--- config.mk ---
export PLATFORM = sky130hd
export DESIGN_NAME = barker_frame_arbiter
export DESIGN_NICKNAME = d
export VERILOG_FILES = /design/src/rtl/barker_frame_arbiter.sv
export SDC_FILE = /design/constraint.sdc
export NUM_CORES = 1
export LEC_CHECK = 0
export BUFFER_PORTS_ARGS = -buffer_cell sky130_fd_sc_hd__buf_4
export CORE_MARGIN = 2
export CORE_UTILIZATION = 50
export CTS_BUF_LIST = sky130_fd_sc_hd__clkbuf_8 sky130_fd_sc_hd__clkbuf_16
export CTS_CLUSTER_DIAMETER = 60
export DETAILED_ROUTE_END_ITERATION = 7
export HOLD_SLACK_MARGIN = 0.08
export PLACE_DENSITY = 0.79
export SETUP_SLACK_MARGIN = 0.2
export SLEW_MARGIN = 20
export SYNTH_ARGS = -nofsm -noshare
export SYNTH_HDL_FRONTEND = slang
export SYNTH_SLANG_ARGS = --single-unit
--- constraint.sdc ---
create_clock -name i_clk -period 1.91 [get_ports i_clk]
set_input_delay 0.2865 -clock i_clk [delete_from_list [all_inputs] [get_ports i_clk]]
set_output_delay 0.2865 -clock i_clk [all_outputs]
set_load 0.005 [all_outputs]
--- src/rtl/barker_frame_arbiter.sv ---
// ============================================================================
// barker_frame_arbiter - frame-atomic round-robin arbiter onto one correlator stream.
// Optional stall timeout with forced release: define BARKER_ARB_TIMEOUT_EN.  Rev 1.0
// ============================================================================
`default_nettype none

module barker_frame_arbiter #(
    parameter int N_SRC       = 4,
    parameter int SRC_W       = $clog2(N_SRC),
    parameter int TIMEOUT_CYC = 64
) (
    input  logic             i_clk,
    input  logic             i_rst_n,
    input  logic [N_SRC-1:0] s_axis_tdata,
    input  logic [N_SRC-1:0] s_axis_tvalid,
    input  logic [N_SRC-1:0] s_axis_tlast,
    output logic [N_SRC-1:0] s_axis_tready,
    output logic             m_axis_tdata,
    output logic             m_axis_tvalid,
    output logic             m_axis_tlast,
    output logic [SRC_W-1:0] m_axis_tid,
    input  logic             m_axis_tready,
    output logic             o_busy,
    output logic [15:0]      o_frame_cnt,
    output logic             o_timeout
);

    typedef enum logic [0:0] {
        S_IDLE = 1'b0,
        S_XFER = 1'b1
    } state_t;

    state_t           state;
    state_t           state_next;
    logic [SRC_W-1:0] grant;
    logic [SRC_W-1:0] grant_next;
    logic [SRC_W-1:0] rr_ptr;
    logic [SRC_W-1:0] rr_next;
    logic [SRC_W-1:0] pick;
    logic [SRC_W-1:0] grant_inc;
    logic             pick_found;
    logic             handshake;
    logic             force_release;
    logic             busy_next;
    logic [15:0]      frame_cnt_next;

    // Modulo-N_SRC add; operands are always below N_SRC so one subtraction suffices.
    function automatic logic [SRC_W-1:0] wrap_add(input logic [SRC_W-1:0] base, input int off);
        int sum;
        sum = int'(base) + off;
        if (sum >= N_SRC) begin
            sum = sum - N_SRC;
        end
        return SRC_W'(sum);
    endfunction

    always_comb begin
        pick       = rr_ptr;
        pick_found = 1'b0;
        for (int k = 0; k < N_SRC; k++) begin
            if (!pick_found && s_axis_tvalid[wrap_add(rr_ptr, k)]) begin
                pick       = wrap_add(rr_ptr, k);
                pick_found = 1'b1;
            end
        end
    end

    assign grant_inc  = wrap_add(grant, 1);
    assign handshake  = (state == S_XFER) & s_axis_tvalid[grant] & m_axis_tready;
    assign m_axis_tid = grant;

    always_comb begin
        state_next     = state;
        grant_next     = grant;
        rr_next        = rr_ptr;
        busy_next      = o_busy;
        frame_cnt_next = o_frame_cnt;
        s_axis_tready  = '0;
        m_axis_tdata   = 1'b0;
        m_axis_tvalid  = 1'b0;
        m_axis_tlast   = 1'b0;
        case (state)
            S_IDLE: begin
                if (pick_found) begin
                    grant_next = pick;
                    state_next = S_XFER;
                    busy_next  = 1'b1;
                end
            end
            S_XFER: begin
                m_axis_tdata         = s_axis_tdata[grant];
                m_axis_tvalid        = s_axis_tvalid[grant];
                m_axis_tlast         = s_axis_tlast[grant];
                s_axis_tready[grant] = m_axis_tready;
                if (handshake && s_axis_tlast[grant]) begin
                    state_next     = S_IDLE;
                    busy_next      = 1'b0;
                    rr_next        = grant_inc;
                    frame_cnt_next = o_frame_cnt + 16'd1;
                end else if (force_release) begin
                    // Truncated frame: released without counting it.
                    state_next = S_IDLE;
                    busy_next  = 1'b0;
                    rr_next    = grant_inc;
                end
            end
            default: begin
                state_next = S_IDLE;
                busy_next  = 1'b0;
            end
        endcase
    end

    always_ff @(posedge i_clk) begin
        if (!i_rst_n) begin
            state       <= S_IDLE;
            grant       <= '0;
            rr_ptr      <= '0;
            o_busy      <= 1'b0;
            o_frame_cnt <= '0;
        end else begin
            state       <= state_next;
            grant       <= grant_next;
            rr_ptr      <= rr_next;
            o_busy      <= busy_next;
            o_frame_cnt <= frame_cnt_next;
        end
    end

`ifdef BARKER_ARB_TIMEOUT_EN
    localparam int TMO_W = $clog2(TIMEOUT_CYC + 1);

    logic [TMO_W-1:0] stall_cnt;
    logic             timeout_q;

    assign force_release = (state == S_XFER) && !handshake &&
                           (stall_cnt == TMO_W'(TIMEOUT_CYC - 1));

    // Idle keeps the counter at zero, which covers the clear on entry to S_XFER.
    always_ff @(posedge i_clk) begin
        if (!i_rst_n) begin
            stall_cnt <= '0;
            timeout_q <= 1'b0;
        end else begin
            timeout_q <= force_release;
            if ((state != S_XFER) || handshake) begin
                stall_cnt <= '0;
            end else begin
                stall_cnt <= stall_cnt + 1'b1;
            end
        end
    end

    assign o_timeout = timeout_q;
`else
    logic unused_timeout_cfg;
    assign unused_timeout_cfg = (TIMEOUT_CYC != 0);
    assign force_release      = 1'b0;
    assign o_timeout          = 1'b0;
`endif

endmodule

`default_nettype wire

# Word level (Yosys, flattened, before mapping)
# Cells that the tools add are included.
[totals]
regBits = 22
in_bits = 15
output_inout_bits = 27
word_cells = 82
[classes]
addsub = 10
order_cmp = 11
eq_ne = 2
mux = 39
n_bitwise = 4
n_reduce_logical = 11
[op_table]
columns = ["cell", "count"]
rows = [
  ["$mux W1", 19],
  ["$mux W2", 9],
  ["$add A16 B1 Y16 const B", 1],
  ["$lt A2 B3 Y1 const B", 5],
  ["$bmux W1 S2", 7],
  ["$ge A3 B3 Y1 const B", 4],
  ["$sub A2 B1 Y2 const B", 5],
  ["$add A2 B1 Y3 const B", 2],
  ["$add A2 B2 Y3 const B", 2],
  ["$reduce_and A2 Y1", 3],
  ["$logic_and A1 B1 Y1", 5],
  ["$and A4 B4 Y4", 1],
  ["$mux W4", 1],
  ["$pmux W1 S2", 2],
  ["$ge A2 B3 Y1 const B", 1],
  ["$logic_not A1 Y1", 3],
  ["$and A1 B1 Y1", 2],
  ["$demux W1 S2", 1],
  ["$ge A2 B1 Y1 const B", 1],
  ["$ne A2 B1 Y1 const B", 1],
  ["$ne A2 B2 Y1 const B", 1],
  ["$not A1 Y1", 1],
]

# Depth between registers and ports, before layout
[depth]
ltp_word = 16
depth_mapped = 7
mapped_depth_nobuf = 4

# Worst setup path before layout
# Ideal clock, no wire load.
[synth_timing]
path_type = "reg-to-reg"
start = "register grant[0] (netlist: m_axis_tid[0])"
end = "register o_frame_cnt[14]"
setup_time_ns = 0.071
arrival_time_ns = 1.672
setup_slack_ns = 0.168
path_stages_with_launch = 7
period_less_slack_ns = 1.742
cell_sequence = "dfxtp_1 -> buf_6 -> mux4_2 -> nand3_2 -> buf_6 -> or4_1 -> a21oi_1"
[synth_between]
elab_chain_cells = 6
[synth_lines]
columns = ["element", "line", "text"]
rows = [
  ["start, declared", "35", "logic [SRC_W-1:0] grant;"],
  ["start signal, assigned", "123", "grant <= grant_next;"],
  ["$bmux W1 S2", "69", "assign handshake = (state == S_XFER) & s_axis_tvalid[grant] & m_axis_tready;"],
  ["$mux W1 (not written as such)", "69", ""],
  ["$and A1 B1 Y1 (2 in series)", "69", ""],
  ["$logic_and A1 B1 Y1 (*)", "95", "if (handshake && s_axis_tlast[grant]) begin"],
  ["$reduce_and A2 Y1 (no line) (*)", "--", ""],
  ["end signal, assigned", "126", "o_frame_cnt <= frame_cnt_next;"],
  ["end, declared", "24", "output logic [15:0] o_frame_cnt,"],
]
# Mark *: on every way between the ends. The rest lies on a longest branch, timed or not. The select of a mux whose other input is x is not followed.
# A chain may end at the register's enable or synchronous reset.

# Worst setup path in the final report
[layout_timing]
start = "register grant[0] (netlist: m_axis_tid[0])"
end = "output m_axis_tvalid"
[layout_between]
elab_chain_cells = 3
[layout_lines]
columns = ["element", "line", "text"]
rows = [
  ["$bmux W1 S2", "92", "m_axis_tvalid = s_axis_tvalid[grant];"],
  ["$mux W1 (not written as such)", "92", ""],
  ["$mux W1", "82", "case (state)"],
  ["end, declared", "19", "output logic m_axis_tvalid,"],
]
# No other way between the ends. The select of a mux whose other input is x is not followed.

==> flow_summary_export.csv <==
group,metric,value,unit
worst_hold_path,whs_endpoint,"o_frame_cnt[7]",
synth,syn_area_per_cell,8.474,µm²
placed_design,io_buffers,40,
grt,first_global_vias,1116,
worst_hold_path,worstHoldStart,"i_rst_n",
drt,firstDrtPassIters,4,
synth,synthFlopType,"dfxtp_1",
critical_path,critical_path_class,"reg2out",
sta,finalMaxSlewViolations,0,
worst_hold_path,min_path_type,"in2reg",
placed_design,place_ws,0.1202,ns
sta,timing.fmax,0.5585,GHz
drt,drt_wl_total,3.409,mm
sta,tns,0,ns
drt,wl_per_cell,14.76,µm
layout,drive_gt1_frac,0.3383,
layout,nNetsFinal,222,
sta,worst_pin_slew,0.4958,ns
grt,grt_overflow,0,
synth,synth_cells,154,
synth,synth_area_leader_cell,"dfxtp_1",
clock_network,tritoncts,"built",
floorplan,initial_utilization,0.5268,
sta,report.final.setup_viol,0,
synth,yosysTopAreaCellShare,0.3375,
floorplan,design.die.area,3035,µm²
worst_hold_path,min_path_cells,2,
critical_path,cp-end-kind,"output port",
synth,ys_seq_area_frac,0.3375,
grt,grt_use_total,0.2219,
pwr,powerDensity,547.5,nW/µm²
drt,vias,1374,
synth,ys_warn_count,0,
clock_network,clk_path_buf_depth,2,
floorplan,die_x,55.09,µm
layout,seq_area,444.2,µm²
sta,fin_ws,0.1194,ns
floorplan,die_y,55.09,µm
synth,syn-num-nets,174,
floorplan,ioPinCount,42,
critical_path,crit_arrival,1.50,ns
clock_network,cts_buffers,3,
critical_path,critPathLaunchType,"flop",
synth,synth_area_leaders,"dfxtp_1 34%, a21oi_1 5.8%, ha_1 4.8%",
sta,rsz0062_at_grt,"true",
critical_path,r2r_end,"o_frame_cnt[8]",
layout,antenna_cells,0,
grt,antenna_found_initial,0,
placed_design,gp_congestion,0.8125,
synth,yosysUniqueCellTypes,40,
pwr,irDropWorstVdd,361.3,µV
sta,fin_crit,1.791,ns
synth,async_flop_share,0,
drt,postRouteAntennaNets,0,
placed_design,hpwl,2.408,mm
critical_path,r2r_slack,0.17,ns
sta,hold_violations,0,
synth,netlist_area,1305,µm²
sta,final.period_utilization,0.9375,
drt,drc_errors,0,
floorplan,rows,18,
drt,drtIter0Drc,31,
critical_path,startpoint,"m_axis_tid[0]",
clock_network,htree_levels,1,
critical_path,r2r_cells,5,
drt,routed_via_density,5.948,
critical_path,cp.required,1.62,ns
outcome,outcome,"finished clean",
sta,finClkSkew,0.004692,ns
critical_path,path_max_fanout,5,
job,drv_cap,0,
clock_network,clk_latency,0.25,ns
layout,syn_to_final_growth,35.00,%
floorplan,fp.coreArea,2477,µm²
clock_network,path_clk_slew,0.08,ns
grt,grt_pass1_wl,4.905,mm
grt,grt_max_degree,20,
layout,multi_input_area,789.5,µm²
sta,max-slew-margin-rel,0.6664,
synth,synth_edf_count,0,
clock_network,clock_sinks,22,
pwr,leakage,0.7247,nW
clock_network,clockRootBuffer,"clkbuf_8",
synth,ys_seq_elements,22,
layout,n_fill_cell,185,
critical_path,r2r-start,"m_axis_tid[0]",
[synth_stat cells, drive strengths merged, types with 3 or more instances]
cell    instances
a21oi          15
and2            5
and3            6
and4            3
buf             5
clkbuf          5
dfxtp          22
ha              5
inv             7
mux4            3
nand2          13
nand3           6
nand4           3
nor2            8
nor2b           4
o21ai           7
o31ai           7
or3             4
or4             8
[layout by cell type, fill, tap and decap left out, types with 2 or more instances in the layout]
| cell | Yosys | layout |
|---|---|---|
| nand3_1 | 5 | 5 |
| buf_4 | 1 | 50 |
| nor2_1 | 8 | 8 |
| xnor2_1 | 2 | 2 |
| and4_1 | 3 | 2 |
| and3_1 | 6 | 6 |
| nor2b_1 | 4 | 4 |
| and2_4 | 0 | 2 |
| o31ai_1 | 7 | 7 |
| or4_1 | 8 | 8 |
| a21oi_1 | 15 | 15 |
| nor4_1 | 2 | 2 |
| o2111ai_1 | 2 | 2 |
| inv_1 | 7 | 7 |
| buf_6 | 2 | 3 |
| o211ai_1 | 2 | 2 |
| o21ai_0 | 6 | 6 |
| or3_1 | 4 | 4 |
| ha_1 | 5 | 5 |
| nand4_1 | 2 | 2 |
| and2_1 | 4 | 2 |
| mux4_2 | 2 | 3 |
| nand2_1 | 13 | 13 |
| dfxtp_1 | 22 | 21 |
| clkbuf_8 | 0 | 4 |
[logic make-up after synthesis]
logic type | after synthesis | synth area share
AO/OA/AOI/OAI | 39 | 0.1879
XOR/XNOR | 2 | 0.01343
adder cells (fa/ha/maj) | 5 | 0.04794
buffers and inverters | 17 | 0.06520
flip-flops | 22 | 0.3375
multiplexers | 4 | 0.06232
other | 1 | 0.002874
AND/OR/NAND/NOR | 64 | 0.2828
[timing repair]
action	CTS	global route
gates resized for setup	2	7
pin swaps	1	4
setup buffers	1	6
setup endpoints to repair	8	16
hold buffers	0	0
[sequential cells by signal (all words and copies together), names as in the netlist]
name and cells:
rr_ptr 2, o_busy 1, o_frame_cnt 16, state 1, m_axis_tid 2
[area by class of cell]
| type | instances | area share |
|---|---|---|
| Timing Repair Buffer | 53 | 0.2322 |
| Sequential cell | 22 | 0.2521 |
| Clock buffer | 4 | 0.03125 |
| Inverter | 7 | 0.01491 |
| Multi-Input combinational cell | 115 | 0.4482 |
| Tap cell | 30 | 0.02131 |
[metrics by stage]
stage / area, µm² / cells / total power [mW] / utilization / hold WS (ns)
finish: 1762 / 231 / 0.9645 / 0.7111 / 0.3031
CTS: 1699 / 225 / 0.9468 / 0.6859 / 0.2944
detailed placement: 1630 / 220 / 0.6265 / 0.6581 / 0.4851
global placement: 1630 / 220 / 0.6213 / 0.6581 / 0.4671
floorplan: 1306 / 154 / 0.5626 / - / 0.4043
global route: 1762 / 231 / 1.001 / 0.7111 / 0.2969
[worst max-delay path, stage by stage, from the launching register on]
cell and delay (ns):
dfxtp_4 0.38, mux4_2 0.59, and2_4 0.18, buf_6 0.10
[where the power goes]
part	internal, mW	leakage [nW]	switching (mW)
clock network	0.183	0.0288	0.142
logic	0.0879	0.517	0.0768
registers	0.466	0.179	0.00818
total	0.738	0.725	0.227
[layer usage]
layer	wire, µm	global-route usage
met1	1471	0.2879
met2	1676	0.3829
met3	213	0.02688
met4	48	0.06911
met5	0	0
[how the worst max path moves through the flow]
stage                      endpoint  slack (ns)  depth (start not counted)
floorplan           o_frame_cnt[14]        0.20                          6
global placement    o_frame_cnt[10]        0.16                          4
detailed placement  o_frame_cnt[10]        0.12                          4
CTS                  o_frame_cnt[5]        0.08                          4
global route          m_axis_tvalid        0.08                          3
finish                m_axis_tvalid        0.12                          3
No activity file was read; power rests on OpenSTA's default activity.
